<file path="src/rtl/accum_dump_ctrl.sv">
// Dump scheduler + snapshot buffer: dump_enable 1 cycle after a qualifying epoch, capture 2 cycles later.
// No backpressure; unread captures are overwritten and flagged by overrun. `ACCUM_OVR_CNT_EN adds ovr_count.
module accum_dump_ctrl #(
   parameter int NUM_ACC = 6,
   parameter int ACC_W   = 16,
   parameter int LEN_W   = 5
) (
   input  logic                     clk,
   input  logic                     rstn,
   input  logic                     ch_enable,
   input  logic                     epoch_in,
   input  logic [LEN_W-1:0]         int_len,
   input  logic [NUM_ACC*ACC_W-1:0] acc_in,
   output logic                     dump_enable,
   output logic [NUM_ACC*ACC_W-1:0] snap,
   output logic                     data_valid,
   input  logic                     rd_ack,
   output logic                     overrun,
   output logic [15:0]              dump_count,
   output logic [7:0]               ovr_count
);

   typedef enum logic [1:0] {IDLE, ARM, RUN} state_t;

   state_t           state;
   logic [LEN_W-1:0] epoch_cnt;
   logic [LEN_W-1:0] last_cnt;
   logic             cap_s1;
   logic             cap_s2;
   logic             capture;

   // int_len of 0 behaves as 1, so the terminal count is 0 in both cases
   assign last_cnt = (int_len == '0) ? '0 : int_len - 1'b1;
   assign capture  = cap_s2 & ch_enable;

   always_ff @(posedge clk) begin
      if (!rstn) begin
         state       <= IDLE;
         epoch_cnt   <= '0;
         dump_enable <= 1'b0;
         cap_s1      <= 1'b0;
         cap_s2      <= 1'b0;
      end else begin
         dump_enable <= 1'b0;
         cap_s1      <= 1'b0;
         cap_s2      <= cap_s1 & ch_enable;
         if (!ch_enable) begin
            state     <= IDLE;
            epoch_cnt <= '0;
         end else begin
            case (state)
               IDLE: state <= ARM;
               ARM: begin
                  // first dump only flushes a partial integration, so no capture
                  if (epoch_in) begin
                     dump_enable <= 1'b1;
                     epoch_cnt   <= '0;
                     state       <= RUN;
                  end
               end
               RUN: begin
                  if (epoch_in) begin
                     if (epoch_cnt >= last_cnt) begin
                        epoch_cnt   <= '0;
                        dump_enable <= 1'b1;
                        cap_s1      <= 1'b1;
                     end else begin
                        epoch_cnt <= epoch_cnt + 1'b1;
                     end
                  end
               end
               default: state <= IDLE;
            endcase
         end
      end
   end

   always_ff @(posedge clk) begin
      if (!rstn) begin
         snap       <= '0;
         data_valid <= 1'b0;
         overrun    <= 1'b0;
         dump_count <= '0;
      end else if (capture) begin
         snap       <= acc_in;
         data_valid <= 1'b1;
         dump_count <= dump_count + 16'd1;
         // an ack in the capture cycle means the previous data was consumed
         if (rd_ack)
            overrun <= 1'b0;
         else if (data_valid)
            overrun <= 1'b1;
      end else if (rd_ack && data_valid) begin
         data_valid <= 1'b0;
         overrun    <= 1'b0;
      end
   end

`ifdef ACCUM_OVR_CNT_EN
   logic ovr_event;
   assign ovr_event = capture & data_valid & ~rd_ack;

   always_ff @(posedge clk) begin
      if (!rstn)
         ovr_count <= '0;
      else if (ovr_event && ovr_count != 8'hFF)
         ovr_count <= ovr_count + 8'd1;
   end
`else
   assign ovr_count = 8'd0;
`endif

endmodule

</file>
<file path="config.mk">
export PLATFORM = sky130hd
export DESIGN_NAME = accum_dump_ctrl
export DESIGN_NICKNAME = d
export VERILOG_FILES = /design/src/rtl/accum_dump_ctrl.sv
export SDC_FILE = /design/constraint.sdc
export NUM_CORES = 1
export LEC_CHECK = 0
export CAP_MARGIN = 15
export CORE_MARGIN = 3
export CORE_UTILIZATION = 42
export CTS_BUF_LIST = sky130_fd_sc_hd__clkbuf_16
export CTS_CLUSTER_DIAMETER = 120
export DETAILED_ROUTE_END_ITERATION = 16
export PLACE_DENSITY_LB_ADDON = 0.15
export SYNTH_ARGS = -nofsm -noshare
export SYNTH_HDL_FRONTEND = slang
export SYNTH_SLANG_ARGS = --single-unit
</file>
<file path="constraint.sdc">
create_clock -name clk -period 2.4 [get_ports clk]
set_clock_uncertainty 0.05 [all_clocks]
set_input_delay 0.36 -clock clk [delete_from_list [all_inputs] [get_ports clk]]
set_output_delay 0.36 -clock clk [all_outputs]
set_load 0.05 [all_outputs]
</file>
# == Word level (Yosys, flattened, before mapping) ==
# Index checks and enable logic that the tools add are counted.
# W data, S select, Z words.
# op_classes
order_cmp,1
reduce_logical,10
addsub,3
muxes,16
bitwise,3
eq_ne,5
# ops
operator,n
$mux W5,4
$add A16 B1 Y16 const B,1
$pmux W5 S2,1
$mux W1,8
$pmux W2 S3,1
$reduce_and A2 Y1,3
$reduce_and A3 Y1,2
$add A5 B1 Y5 const B,1
$ge A5 B5 Y1,1
$logic_not A5 Y1,1
$sub A5 B1 Y5 const B,1
$ne A2 B2 Y1 const B,2
$reduce_bool A2 Y1,2
$ne A3 B3 Y1 const B,1
$and A1 B1 Y1,2
$eq A2 B1 Y1 const B,1
$eq A2 B2 Y1 const B,1
$logic_not A2 Y1,1
$mux W2,1
$pmux W1 S2,1
$logic_and A1 B1 Y1,1
$not A1 Y1,1
# totals
ff_bits,124
out_inout_bits,123
input_bits,106

# == Longest topological paths before layout ==
# logic_depth
ltp_word,6
depth_mapped,12
depth_no_buf,12

# == Worst setup path before layout ==
# No wires, ideal clock.
# synth_timing
path_kind,input to register
from,in int_len[0]
to,reg dump_enable
setup_slack_ns,0.163
arrival_time_ns,2.091
t_required_ns,2.254
setup_ns,0.096
path_stages,12
path_buffers,0
cell_sequence,inv_1 ha_1 nor2b_1 nand2b_1 nor2_1 or2_2 ha_1 nand2_1 o21a_1 o21ai_0 a21oi_1 nor4b_1
# synth_between
elab_chain_cells,6
# synth_lines
element,line,text
from (decl),12,"input logic [LEN_W-1:0] int_len,"
$sub A5 B1 Y5 or $logic_not A5 Y1 (tied branches),33,assign last_cnt = (int_len == '0) ? '0 : int_len - 1'b1;
$mux W5 *,33,
$ge A5 B5 Y1 *,63,if (epoch_cnt >= last_cnt) begin
$mux W1 *,63,
$mux W1 *,62,if (epoch_in) begin
$pmux W1 S2 *,51,case (state)
to (signal assigned),44,dump_enable <= 1'b0;
to (signal assigned),56,dump_enable <= 1'b1;
to (signal assigned),65,dump_enable <= 1'b1;
to (decl),14,"output logic dump_enable,"
# Every way passes the cells marked *; elsewhere a longest branch is shown, timed or not.
# A chain may end at the register's enable or synchronous reset.

# == Worst setup path after layout ==
# layout_timing
from,in int_len[2]
to,reg epoch_cnt[3]
# layout_between
elab_chain_cells,6
# layout_lines
element,line,text
$sub A5 B1 Y5 or $logic_not A5 Y1 (tied branches),33,
$mux W5 *,33,
$ge A5 B5 Y1 *,63,
$mux W5 *,63,
$mux W5 *,62,
$pmux W5 S2 *,51,
to (signal assigned),68,epoch_cnt <= epoch_cnt + 1'b1;
to (decl),26,logic [LEN_W-1:0] epoch_cnt;
# Every way passes the cells marked *; elsewhere a longest branch is shown, timed or not. The select of a mux whose other input is x is not followed.

==> results.yml <==
synth:
  synth_area_leaders: "dfxtp_1 49%, nand2_1 16%, a21boi_0 15%"
  muxShareOfSynthArea_pct: 0.589
  yosysTopAreaCell: "dfxtp_1"
  yosys_warnings: 0
  async_reset_ff_share_pct: 0
  ys_seq_area_share_pct: 48.7
  synth_fa_ha_area_share_pct: 3.19
  synth-simple-area-share_pct: 23.5
  yosysMostFrequentCell: "nand2_1"
  synth_cell_types: 35
  synth_compound_area_share_pct: 16.8
  synth_edf_count: 0
  synth_common_cells: "212 x nand2_1, 124 x dfxtp_1, 99 x a21boi_0, 17 x clkbuf_1, 15 x buf_2"
  synth_area_sq_mm: 0.00510
  synth_area_per_cell_sq_um: 8.49
  synth_top_family_by_area: "simple AND/OR/NAND/NOR gates"
  synthXorXnorAreaFrac_pct: 2.40
  ys_ff_latch: 124
  synth_cells: 601
  ys.flop_type: "dfxtp_1"
  yosysTopAreaCellShare_pct: 48.7
clocking:
  cts_root_buf: "clkbuf_16"
  htreeDepth: 4
  cts_buffers: 17
  clockBufferDepth: 2
  holdBufCountCts: 0
  clk_pin_slew_ps: 50
  cts_sinks: 124
  clk_latency_ps: 400
  cts_tree: "built"
power_and_ir_drop:
  power_w: 0.00470
  power.density_mw_per_mm2: 588
  peakVddDrop_v: 0.000417
  p_leak_nw: 2.83
floorplanning:
  fp.dieW_um: 116
  dieArea_sq_mm: 0.0135
  start_util_pct: 43.8
  row_count: 39
  die_y_um: 116
  ios: 229
  coreArea_sq_mm: 0.0117
setup_path:
  cp_slowest_stage_delay_ps: 470
  crit_path_max_fanout: 7
  crit_chain: "clkdlybuf4s50_1, or3_1, nor3_1, a21oi_1, ha_1, nor4b_4, a21oi_1, nand2_2, nand3_1, a31oi_1"
  path_delay_family: "simple AND/OR/NAND/NOR gates"
  critPathCaptureType: "register"
  cpMostUsedCell: "a21oi_1"
  arrival_ps: 2490
  crit_type: "primary input to register"
  slowest_stage: "clkdlybuf4s50_1"
  critPathLaunchType: "primary input"
  cp.required_ps: 2680
  critPathBufInv: 1
flow_run:
  drv_cap: 0
hold_path:
  hp-class: "primary input to register"
layout:
  drive_above_1_share_pct: 6.27
  antenna_cells: 0
  fin_nets: 936
  fin_area_sq_mm: 0.00799
  area_growth_pct: 56.6
sta:
  period_minus_slack_ps: 2210
  hold_viol: 0
  finalSetupViolations: 0
  max-slew-margin-rel_pct: 54.2
  finalMaxSlewViolations: 0
  fmax_mhz: 452
  worstMarginPinSlew_ps: 680
  final.period_utilization_pct: 92.3
grt:
  antenna_found_initial: 0
  overflow: 0
  track_usage_pct: 20.6
  grt_pass1_vias: 4614
  grt_pass1_wl_um: 22000
  grt_start_max_net_pins: 62
routing:
  drc: 0
  wl_per_cell_um: 14.6
  final_antenna_net_count: 0
  drtPass1Iterations: 4
  vias: 4751
  vias_per_cell: 4.88
  totalWireLength_um: 14200
  first_iter_violations: 237
placement:
  hpwlAfterDp_um: 10500
  place_area_sq_mm: 0.00742
  port_buffers: 220
  gp_congestion: 0.886
run_status:
  outcome: "finished clean"
layer usage:
metal | GRT usage, % | part of all wire [%] | up-vias
li1 | - | - | 2382
met4 | 10.1 | 2.8 | 0
met5 | 0 | 0 | -
met3 | 6.53 | 7.6 | 31
met1 | 22.9 | 40 | 2176
met2 | 35.4 | 50 | 162
flip-flops by register name (all words and copies together), names as in the netlist:
name         flops
cap_s1           1
cap_s2           1
data_valid       1
dump_count      16
dump_enable      1
epoch_cnt        5
overrun          1
snap            96
state            2
metrics by stage:
stage / setup TNS (ps) / util [%] / hold WS (ps) / setup WS (ps) / cells
5_1_grt: -12.3 / 68.5 / 366 / -12.3 / 973
2_1_floorplan: 0 / - / 394 / 163 / 608
3_3_place_gp: -2530 / 63.6 / 399 / -468 / 941
6_report: 0 / 68.5 / 357 / 186 / 973
4_1_cts: 0 / 68.3 / 343 / 168 / 973
3_5_place_dp: -3710 / 63.6 / 406 / -633 / 941
timing repair:
item	in CTS	in global routing
setup buffers	0	0
gates resized for setup	7	6
cloned	0	0
setup endpoints to repair	7	5
hold endpoints to repair	0	0
pin swaps	3	0
area by class of cell:
| type | instances | area (sq um) |
|---|---|---|
| Tap cell | 143 | 179 |
| Sequential cell | 124 | 2480 |
| Clock buffer | 17 | 425 |
| Inverter | 6 | 22.5 |
| Timing Repair Buffer | 233 | 2320 |
| Clock inverter | 15 | 113 |
| Multi-Input combinational cell | 435 | 2450 |
| Fill cell | 951 | 3670 |
cell families (layout without fill, tap and decap cells):
kind of cell / count (synthesis) / after routing
AO/OA/AOI/OAI: 120 / 120
XOR/XNOR: 14 / 14
adder cells (fa/ha/maj): 13 / 13
buffers and inverters: 49 / 271
flip-flops: 124 / 124
multiplexers: 3 / 3
other: 1 / 8
AND/OR/NAND/NOR: 277 / 277
where the power goes:
group / switching (W) / total, W / internal [W]
logic: 0.000116 / 0.000313 / 0.000197
registers: 0.00000198 / 0.00207 / 0.00206
clock network: 0.000839 / 0.00232 / 0.00148
total: 0.000956 / 0.00470 / 0.00374
cell usage in the layout, fill, tap and decap left out, types with 3 or more instances in the layout:
cell / Yosys / final
a21boi_0: 99 / 99
a21oi_1: 11 / 11
and2_1: 14 / 13
buf_4: 9 / 11
clkbuf_16: 0 / 17
clkdlybuf4s50_1: 0 / 217
clkinv_1: 0 / 9
clkinv_2: 0 / 3
conb_1: 1 / 8
dfxtp_1: 124 / 124
ha_1: 13 / 11
inv_1: 6 / 6
mux2i_1: 3 / 3
nand2_1: 212 / 210
nand3_1: 11 / 11
nand4_1: 3 / 3
nor2_1: 11 / 11
nor2b_1: 7 / 5
nor3_1: 4 / 4
o21ai_0: 6 / 5
xnor2_1: 7 / 7
xor2_1: 7 / 7
path summary, 6_finish.rpt:
path,start,end,slack [ps],cells after the start
min reg2reg,snap[84],snap[84],410,2
min,rstn,snap[12],360,2
max,int_len[2],epoch_cnt[3],190,10
max reg2reg,state[0],epoch_cnt[2],570,5
(Power assumes the default switching activity.)
